$ cat src/rtl/multi_freq_counter.sv
// rtl/multi_freq_counter.sv - multi-channel gated edge counter with one-shot and continuous windows
module multi_freq_counter #(
  parameter int NUM_CH      = 4,
  parameter int CNT_WIDTH   = 32,
  parameter int GATE_WIDTH  = 26,
  parameter int SYNC_STAGES = 2
) (
  input  logic                        clk,
  input  logic                        reset_n,
  input  logic [NUM_CH-1:0]           sig_i,
  input  logic [GATE_WIDTH-1:0]       gate_period_i,
  input  logic                        mode_i,
  input  logic                        start_i,
  input  logic                        stop_i,
  output logic                        busy_o,
  output logic                        result_valid_o,
  output logic [NUM_CH*CNT_WIDTH-1:0] results_o,
  output logic [NUM_CH-1:0]           overflow_o
);

  localparam int SS = (SYNC_STAGES < 2) ? 2 : SYNC_STAGES;
  localparam logic [CNT_WIDTH-1:0]  CNT_MAX  = '1;
  localparam logic [CNT_WIDTH-1:0]  CNT_ONE  = {{(CNT_WIDTH-1){1'b0}}, 1'b1};
  localparam logic [GATE_WIDTH-1:0] GATE_ONE = {{(GATE_WIDTH-1){1'b0}}, 1'b1};

  typedef enum logic {IDLE, RUN} state_t;
  state_t state;

  logic [NUM_CH-1:0]     sync_q [SS];
  logic [NUM_CH-1:0]     prev_q;
  logic [NUM_CH-1:0]     edge_det;
  logic [GATE_WIDTH-1:0] gate_q;
  logic [GATE_WIDTH-1:0] timer_q;
  logic                  mode_q;
  logic [CNT_WIDTH-1:0]  cnt_q    [NUM_CH];
  logic [CNT_WIDTH-1:0]  cnt_next [NUM_CH];
  logic [NUM_CH-1:0]     ovf_q;
  logic [NUM_CH-1:0]     ovf_next;
  logic                  last_cycle;

  // Synchroniser chain and prev register run in every state so edges are never stale.
  always_ff @(posedge clk or negedge reset_n) begin
    if (!reset_n) begin
      for (int s = 0; s < SS; s++) sync_q[s] <= '0;
      prev_q <= '0;
    end else begin
      sync_q[0] <= sig_i;
      for (int s = 1; s < SS; s++) sync_q[s] <= sync_q[s-1];
      prev_q <= sync_q[SS-1];
    end
  end

  assign edge_det   = sync_q[SS-1] & ~prev_q;
  assign last_cycle = (state == RUN) && (timer_q == gate_q - GATE_ONE);

  always_comb begin
    for (int c = 0; c < NUM_CH; c++) begin
      cnt_next[c] = cnt_q[c];
      ovf_next[c] = ovf_q[c];
      if (edge_det[c]) begin
        if (cnt_q[c] == CNT_MAX) ovf_next[c] = 1'b1;
        else                     cnt_next[c] = cnt_q[c] + CNT_ONE;
      end
    end
  end

  always_ff @(posedge clk or negedge reset_n) begin
    if (!reset_n) begin
      state          <= IDLE;
      busy_o         <= 1'b0;
      result_valid_o <= 1'b0;
      results_o      <= '0;
      overflow_o     <= '0;
      gate_q         <= '0;
      mode_q         <= 1'b0;
      timer_q        <= '0;
      ovf_q          <= '0;
      for (int c = 0; c < NUM_CH; c++) cnt_q[c] <= '0;
    end else begin
      result_valid_o <= 1'b0;
      case (state)
        IDLE: begin
          if (start_i && !stop_i) begin
            state   <= RUN;
            busy_o  <= 1'b1;
            gate_q  <= (gate_period_i == '0) ? GATE_ONE : gate_period_i;
            mode_q  <= mode_i;
            timer_q <= '0;
            ovf_q   <= '0;
            for (int c = 0; c < NUM_CH; c++) cnt_q[c] <= '0;
          end
        end
        RUN: begin
          if (stop_i) begin
            state  <= IDLE;
            busy_o <= 1'b0;
          end else if (last_cycle) begin
            // The edge seen on the closing cycle still belongs to this window.
            for (int c = 0; c < NUM_CH; c++)
              results_o[c*CNT_WIDTH +: CNT_WIDTH] <= cnt_next[c];
            overflow_o     <= ovf_next;
            result_valid_o <= 1'b1;
            timer_q        <= '0;
            ovf_q          <= '0;
            for (int c = 0; c < NUM_CH; c++) cnt_q[c] <= '0;
            if (!mode_q) begin
              state  <= IDLE;
              busy_o <= 1'b0;
            end
          end else begin
            timer_q <= timer_q + GATE_ONE;
            ovf_q   <= ovf_next;
            for (int c = 0; c < NUM_CH; c++) cnt_q[c] <= cnt_next[c];
          end
        end
        default: begin
          state  <= IDLE;
          busy_o <= 1'b0;
        end
      endcase
    end
  end

endmodule
$ cat config.mk
export PLATFORM = sky130hd
export DESIGN_NAME = multi_freq_counter
export DESIGN_NICKNAME = d
export VERILOG_FILES = /design/src/rtl/multi_freq_counter.sv
export SDC_FILE = /design/constraint.sdc
export NUM_CORES = 1
export LEC_CHECK = 0
export ABC_AREA = 1
export CAP_MARGIN = 30
export CORE_MARGIN = 5
export CORE_UTILIZATION = 40
export DETAILED_ROUTE_END_ITERATION = 12
export PLACE_DENSITY = 0.59
export SYNTH_ARGS = -nofsm -noshare
export SYNTH_HDL_FRONTEND = slang
export SYNTH_SLANG_ARGS = --single-unit
$ cat constraint.sdc
create_clock -name clk -period 2.6 [get_ports clk]
set_input_delay 0.65 -clock clk [delete_from_list [all_inputs] [get_ports clk]]
set_output_delay 0.65 -clock clk [all_outputs]
set_load 0.03 [all_outputs]
==> results of run 1 <==
sequential cells by signal, summed over array words and instances, names as in the netlist:
| name | count |
|---|---|
| prev_q | 4 |
| results_o | 128 |
| busy_o | 1 |
| gate_q | 26 |
| result_valid_o | 1 |
| ovf_q | 4 |
| sync_q | 8 |
| state | 1 |
| cnt_q | 128 |
| mode_q | 1 |
| overflow_o | 4 |
| timer_q | 26 |
cell families after synthesis:
family,synth area share (%)
AO/OA/AOI/OAI,12.3
XOR/XNOR,7.38
adder cells (fa/ha/maj),0.428
buffers and inverters,7.03
flip-flops,47.3
AND/OR/NAND/NOR,25.6
how the worst min path moves through the flow:
stage	from	end	slack, ns	cells after the start
2_1_floorplan	sync_q[4]$_DFF_PN0_	sync_q[0]$_DFF_PN0_	0.33	0
3_3_place_gp	sync_q[6]$_DFF_PN0_	sync_q[2]$_DFF_PN0_	0.33	0
3_5_place_dp	sync_q[6]$_DFF_PN0_	sync_q[2]$_DFF_PN0_	0.34	0
4_1_cts	sync_q[6]$_DFF_PN0_	sync_q[2]$_DFF_PN0_	0.35	0
5_1_grt	sync_q[6]$_DFF_PN0_	sync_q[2]$_DFF_PN0_	0.36	0
6_report	sync_q[6]$_DFF_PN0_	sync_q[2]$_DFF_PN0_	0.35	0
worst max-delay path, delay by kind of cell, from the launching register on:
kind | cells | cell delay (ns)
AND/OR/NAND/NOR | 12 | 1.23
buffers and inverters | 4 | 0.53
flip-flops | 1 | 0.39
adder cells (fa/ha/maj) | 1 | 0.22
AO/OA/AOI/OAI | 1 | 0.06
cells in the mapped netlist, types with 3 or more instances:
cell type  number  area (µm²)
ha_1            6        75.1
buf_2          18        90.1
xnor2_1         7        61.3
nand3b_1        7        52.6
nor3_1         77         385
xor2_1        141        1230
o22ai_1       107         669
o21ai_0       146         731
a31oi_1         3        18.8
clkbuf_2        3        15.0
nor2_2         11        68.8
nor4_1         23         144
o21ai_1       126         631
clkbuf_1       52         195
inv_1         196         736
nor2_1        156         586
nand3_1       138         691
buf_6          15         169
nand2_1       565        2120
dfrtp_1       332        8310
nand4_1        52         325
a21oi_1         7        35.0
o21ai_2         7        61.3
area by class of cell:
| cell class | count | area (µm²) | area share (%) |
|---|---|---|---|
| well taps | 585 | 732 | 3.30 |
| inverters | 199 | 748 | 3.38 |
| clock buffers | 46 | 1030 | 4.65 |
| flip-flops and latches | 332 | 8310 | 37.5 |
| repair buffers | 258 | 2800 | 12.6 |
| clock inverters | 23 | 374 | 1.69 |
| multi-input cells | 1593 | 8180 | 36.9 |
stage by stage:
step	cells	setup slack [ns]	setup TNS, ns
final	3036	0.0288	0
after global routing	3036	-0.160	-20.91
after CTS	3016	0.0454	0
after detailed placement	2946	-0.109	-0.747
after global placement	2946	-0.152	-0.167
after floorplan	2215	0.346	0
metal layers:
metal / routed length [µm] / up-vias / track usage [%] / share of wire, %
met4: 980 / 0 / 4.63 / 1.8
met1: 24100 / 7798 / 28.6 / 45
li1: - / 7785 / - / -
met5: 0 / - / 0 / 0
met3: 2550 / 63 / 3.30 / 4.8
met2: 25600 / 352 / 35.0 / 48
report_power, final:
part / leakage [nW] / switching, mW / internal [mW]
logic: 3.94 / 1.24 / 0.732
clock network: 0.684 / 2.27 / 3.74
registers: 4.52 / 0.365 / 5.49
what timing repair did:
item	CTS	global route
hold endpoints to repair	17	0
hold buffers	1	0
gates resized for setup	2	51
setup endpoints to repair	60	291
gates cloned	0	13
pin swaps	0	12
setup buffers	0	7
==> summary.md, run 1 <==
| Metric | Value |
|---|---|
| RSZ-0062 raised after global routing | `yes` |
| CP max stage cell | `dfrtp_1` |
| Syn Std Cell Area | `17600 µm²` |
| CP Cell Sequence | `inv_2 > ha_4 > nand2_2 > inv_2 > nor2_2 > nand3_1 > nor2_2 > nand2_1 > nor2_1 > nand2_1 > nor2_1 > nand2_1 > nor2_4 > nand3_4 > buf_6 > clkbuf_16 > nand2_1 > o21ai_1` |
| Slew @ Worst Pin | `0.799 ns` |
| Most frequent cells in the layout | `nand2_1 (548), dfrtp_1 (331), inv_1 (191)` |
| Die Y-Extent | `220 µm` |
| Gate Count Post-Synth | `2215` |
| Hold Worst Slack | `0.346 ns` |
| First DRT Iteration DRCs | `1072` |
| Syn_nets | `2256` |
| Reg2reg end | `results_o[86]$_DFFE_PN0P_` |
| CP Launch Point | `gate_q[1]$_DFFE_PN0P_` |
| Final min period | `2.57 ns` |
| Power per cell area | `625 nW/µm²` |
| Fin area | `22200 µm²` |
| Post-route ant nets | `0` |
| Final wirelength | `53.3 mm` |
| Horiz. Die Dim | `220 µm` |
| Max rail drop VDD | `411 µV` |
| Post-Syn Area per Cell | `7.93 µm²` |
| Cell mode on critical path | `nand2_1` |
| DRC Markers | `0` |
| H-tree Lvls | `2` |
| Max Fclk | `389 MHz` |
| Drt pass-1 iters | `5` |
| # diodes | `0` |
| Wire per inst | `17.5 µm` |
| # nets final | `2463` |
| Avg Vias per Cell | `5.27` |
| CTS tree | `yes` |
| Area Overhead vs Synth | `26.3%` |
| FF-to-FF path depth | `18` |
| Num CTS Buffers | `38` |
| EDFF count, synth | `0` |
| Data required, critical path | `3.03 ns` |
| Hold WC Path Type | `flop to flop` |
| Post-DP HPWL | `37.3 mm` |
| Initial antenna violation count | `0` |
| GRT Util Overall | `20.8%` |
| Crit path DAT | `3.00 ns` |
| Skew-Pair Late Insertion Delay | `0.57 ns` |
| Status | `completed` |
| Placed cell area | `20200 µm²` |
| Ys async rst share | `100%` |
| Via count | `15998` |
| Worst setup endpoint | `results_o[86]$_DFFE_PN0P_` |
| Max-cap violations | `0` |
| CP Class | `flop to flop` |
| Period Utilization, post-route | `98.9%` |
| CP endpoint kind | `flop` |
| Worst-path clk slew | `0.06 ns` |
| First-pass GRT wire length | `82.0 mm` |
| Core ar. | `43300 µm²` |
| Worst r2r src | `gate_q[1]$_DFFE_PN0P_` |
| Netlist cell types | `39` |
| Dominant synthesized flop cell | `dfrtp_1` |
| Seq cells post-synth | `332` |
| Slew Limit Fails | `0` |
| Initial Utilization | `40.6%` |
| Row count | `76` |
| Fillers | `4208` |
| Vias in the first global route | `15593` |
| I/O pin total | `169` |
| Worst path max stage delay | `0.39 ns` |
| Placer Congestion | `0.914` |
| Clk_skew | `0.0224 ns` |
| Port bufs | `168` |
| Largest net degree at the start of global routing | `105` |
| Total power | `13.8 mW` |
| Max clock buf depth | `3` |
| Root buffer cell | `clkbuf_16` |
| Layout cells sized above 1 | `9.06%` |
| Sequential area share after synthesis | `47.3%` |
| Final setup viols | `0` |
| Leakage | `9.14 nW` |
| Worst-path fanout max | `37` |
| GR Overflow Total | `0` |
| Die area | `48200 µm²` |
| Fin util | `51.2%` |
| Max-slew headroom | `46.7%` |
| YS warnings | `0` |
| Most common cell after layout, fill and taps aside | `nand2_1` |
| Final Hold Fails | `0` |
| Sink Count | `332` |
| R2R Setup Slk | `0.03 ns` |
| Crit start category | `flop` |
Power figures use the tool's default switching activity.
==> run 2: changes to the inputs <==
--- a/config.mk
+++ b/config.mk
@@ -6,6 +6,7 @@
 export NUM_CORES = 1
 export LEC_CHECK = 0
 export ABC_AREA = 1
+export ABC_CLOCK_PERIOD_IN_PS = 2600
 export CAP_MARGIN = 30
 export CORE_MARGIN = 5
 export CORE_UTILIZATION = 40
==> results of run 2 <==
The final DEF is identical to that of run 1; final timing and power are the same.
==> run 3: changes to the inputs <==
--- a/config.mk
+++ b/config.mk
@@ -8,9 +8,10 @@
 export ABC_AREA = 1
 export ABC_CLOCK_PERIOD_IN_PS = 2600
 export CAP_MARGIN = 30
-export CORE_MARGIN = 5
+export CORE_MARGIN = 8
 export CORE_UTILIZATION = 40
 export DETAILED_ROUTE_END_ITERATION = 12
+export GPL_ROUTABILITY_DRIVEN = 0
 export PLACE_DENSITY = 0.59
 export SYNTH_ARGS = -nofsm -noshare
 export SYNTH_HDL_FRONTEND = slang
==> summary.md, run 3 (synthesis gave the netlist of run 1 again) <==
| Metric | Value |
|---|---|
| Final worst slack | `0.104 ns` |
| Final wirelength | `52.1 mm` |
| Port bufs | `168` |
| Final Non-Filler Cells | `3011` |
| Worst Min Path Start | `sync_q[6]$_DFF_PN0_` |
| CP max stage cell | `dfrtp_1` |
| DRC Markers | `0` |
| Final setup TNS | `0 ns` |
| Final setup viols | `0` |
| Most common cell after layout, fill and taps aside | `nand2_1` |
| Post-route ant nets | `0` |
| Fin util | `50.5%` |
| Period Utilization, post-route | `96.0%` |
| Max clock buf depth | `3` |
| Drt pass-1 iters | `5` |
| Cell mode on critical path | `nand2_1` |
| Max-cap violations | `0` |
| Layout cells sized above 1 | `7.50%` |
| Crit path buffers/inverters | `4` |
| Root buffer cell | `clkbuf_16` |
| Area Overhead vs Synth | `24.1%` |
| Row count | `76` |
| Via count | `15833` |
| Register area | `8310 µm²` |
| Vias in the first global route | `15359` |
| Die area | `50900 µm²` |
| I/O pin total | `169` |
| Crit start category | `flop` |
| Max-slew headroom | `37.3%` |
| Pre-CTS WS | `-0.0778 ns` |
| CP endpoint kind | `flop` |
| GR Overflow Total | `0` |
| Avg Vias per Cell | `5.26` |
| Top flop regs | `cnt_q x128, results_o x128` |
| Crit path DAT | `2.93 ns` |
| RSZ-0062 raised after global routing | `yes` |
| Clk_skew | `0.0153 ns` |
| Die Y-Extent | `226 µm` |
| Initial Utilization | `40.7%` |
| Skew-Pair Late Insertion Delay | `0.56 ns` |
| Status | `completed` |
| CP Class | `flop to flop` |
| Largest net degree at the start of global routing | `101` |
| Area of the multi-input gates | `8140 µm²` |
| Max rail drop VDD | `393 µV` |
| CP Launch Point | `gate_q[0]$_DFFE_PN0P_` |
| Cell family contributing the most delay on the critical path | `simple AND/OR/NAND/NOR gates` |
| Sink Count | `332` |
| Worst-path clk slew | `0.06 ns` |
| Data required, critical path | `3.03 ns` |
| Final Hold Fails | `0` |
| Most frequent cells in the layout | `nand2_1 (560), dfrtp_1 (332), inv_1 (191)` |
| Worst path max stage delay | `0.38 ns` |
| Leakage | `8.93 nW` |
| Core ar. | `43200 µm²` |
| Placed insts | `2927` |
| Initial antenna violation count | `0` |
| CP Cell Sequence | `inv_2 > buf_4 > nand2_1 > nor2_4 > nand2_1 > nand2_1 > nand2_1 > nor2_1 > nand2_1 > nor2_1 > nand2_1 > nor2_4 > nand3_4 > buf_12 > clkbuf_16 > nand2_1 > o21ai_2` |
| # nets final | `2439` |
| Worst r2r src | `gate_q[0]$_DFFE_PN0P_` |
| H-tree Lvls | `2` |
| CTS tree | `yes` |
| Total power | `13.4 mW` |
| GRT Util Overall | `19.3%` |
| Slew @ Worst Pin | `0.940 ns` |
| Wire per inst | `17.3 µm` |
| Power per cell area | `613 nW/µm²` |
| Max Fclk | `401 MHz` |
| # diodes | `0` |
| Fillers | `4239` |
| Horiz. Die Dim | `226 µm` |
| First-pass GRT wire length | `81.0 mm` |
| Hold WC Path Type | `flop to flop` |
| R2R Setup Slk | `0.10 ns` |
| Final min period | `2.50 ns` |
| First DRT Iteration DRCs | `1238` |
| Post-DP HPWL | `36.2 mm` |
| Worst-path fanout max | `40` |
| Slew Limit Fails | `0` |
| Num CTS Buffers | `39` |
==> run 3: cell count changes in the layout (fill, tap and decap cells not counted), moves of 3 or more <==
cell / previous run / this run
nand2_1: 548 / 560
bufinv_16: 9 / 2
inv_6: 4 / 0
buf_6: 6 / 2
nand2_2: 16 / 5
clkbuf_8: 5 / 8
buf_4: 57 / 39
clkinvlp_4: 3 / 7
==> run 3: what timing repair did <==
action                                 4_1_cts  5_1_grt
buffers inserted                             0        4
cloned                                       0       10
hold buffers                                 1        0
endpoints found under the hold margin        6        0
pin swaps                                    0        3
gates resized for setup                      3       36
setup endpoints to repair                   59      278
==> run 3: routing by layer <==
| metal | share of wire [%] | routed length (µm) | track usage [%] |
|---|---|---|---|
| met5 | 0 | 0 | 0 |
| met4 | 2.6 | 1340 | 5.87 |
| met3 | 5.5 | 2880 | 3.89 |
| met2 | 47 | 24400 | 31.5 |
| met1 | 45 | 23500 | 25.7 |
==> run 3: cell type report <==
type	instances	share of cell area [%]
timing repair buffer	233	11.7
clock inverter	15	0.672
tap	585	3.36
multi-input combinational	1593	37.4
clock buffer	54	5.30
sequential	332	38.1
inverter	199	3.45
==> run 3: final timing paths <==
path,to,depth (start not counted)
max reg2reg,results_o[32]$_DFFE_PN0P_,17
max,results_o[32]$_DFFE_PN0P_,17
max in group asynchronous,sync_q[5]$_DFF_PN0_,3
min,sync_q[2]$_DFF_PN0_,0
min in group asynchronous,cnt_q[16]$_DFFE_PN0P_,2
min reg2reg,sync_q[2]$_DFF_PN0_,0
==> run 3: power breakdown <==
group	switching, mW	internal, mW	total [mW]	leakage, nW
registers	0.374	5.49	5.86	4.52
clock network	2.25	3.31	5.56	0.622
logic	1.22	0.705	1.93	3.79
total	3.85	9.50	13.4	8.93
==> run 3: worst reg2reg max path: stages, from the launching register on <==
cell,delay [ns]
dfrtp_1,0.38
inv_2,0.08
buf_4,0.13
nand2_1,0.13
nor2_4,0.20
nand2_1,0.08
nand2_1,0.07
nand2_1,0.05
nor2_1,0.12
nand2_1,0.07
nor2_1,0.08
nand2_1,0.09
nor2_4,0.19
nand3_4,0.10
buf_12,0.21
clkbuf_16,0.23
nand2_1,0.12
o21ai_2,0.05
==> run 3: per-stage QoR <==
stage,hold slack (ns),area (µm²)
6_report,0.346,21800
5_1_grt,0.353,21800
4_1_cts,0.348,21400
3_3_place_gp,0.336,20000
3_5_place_dp,0.335,20000
2_1_floorplan,0.331,17600
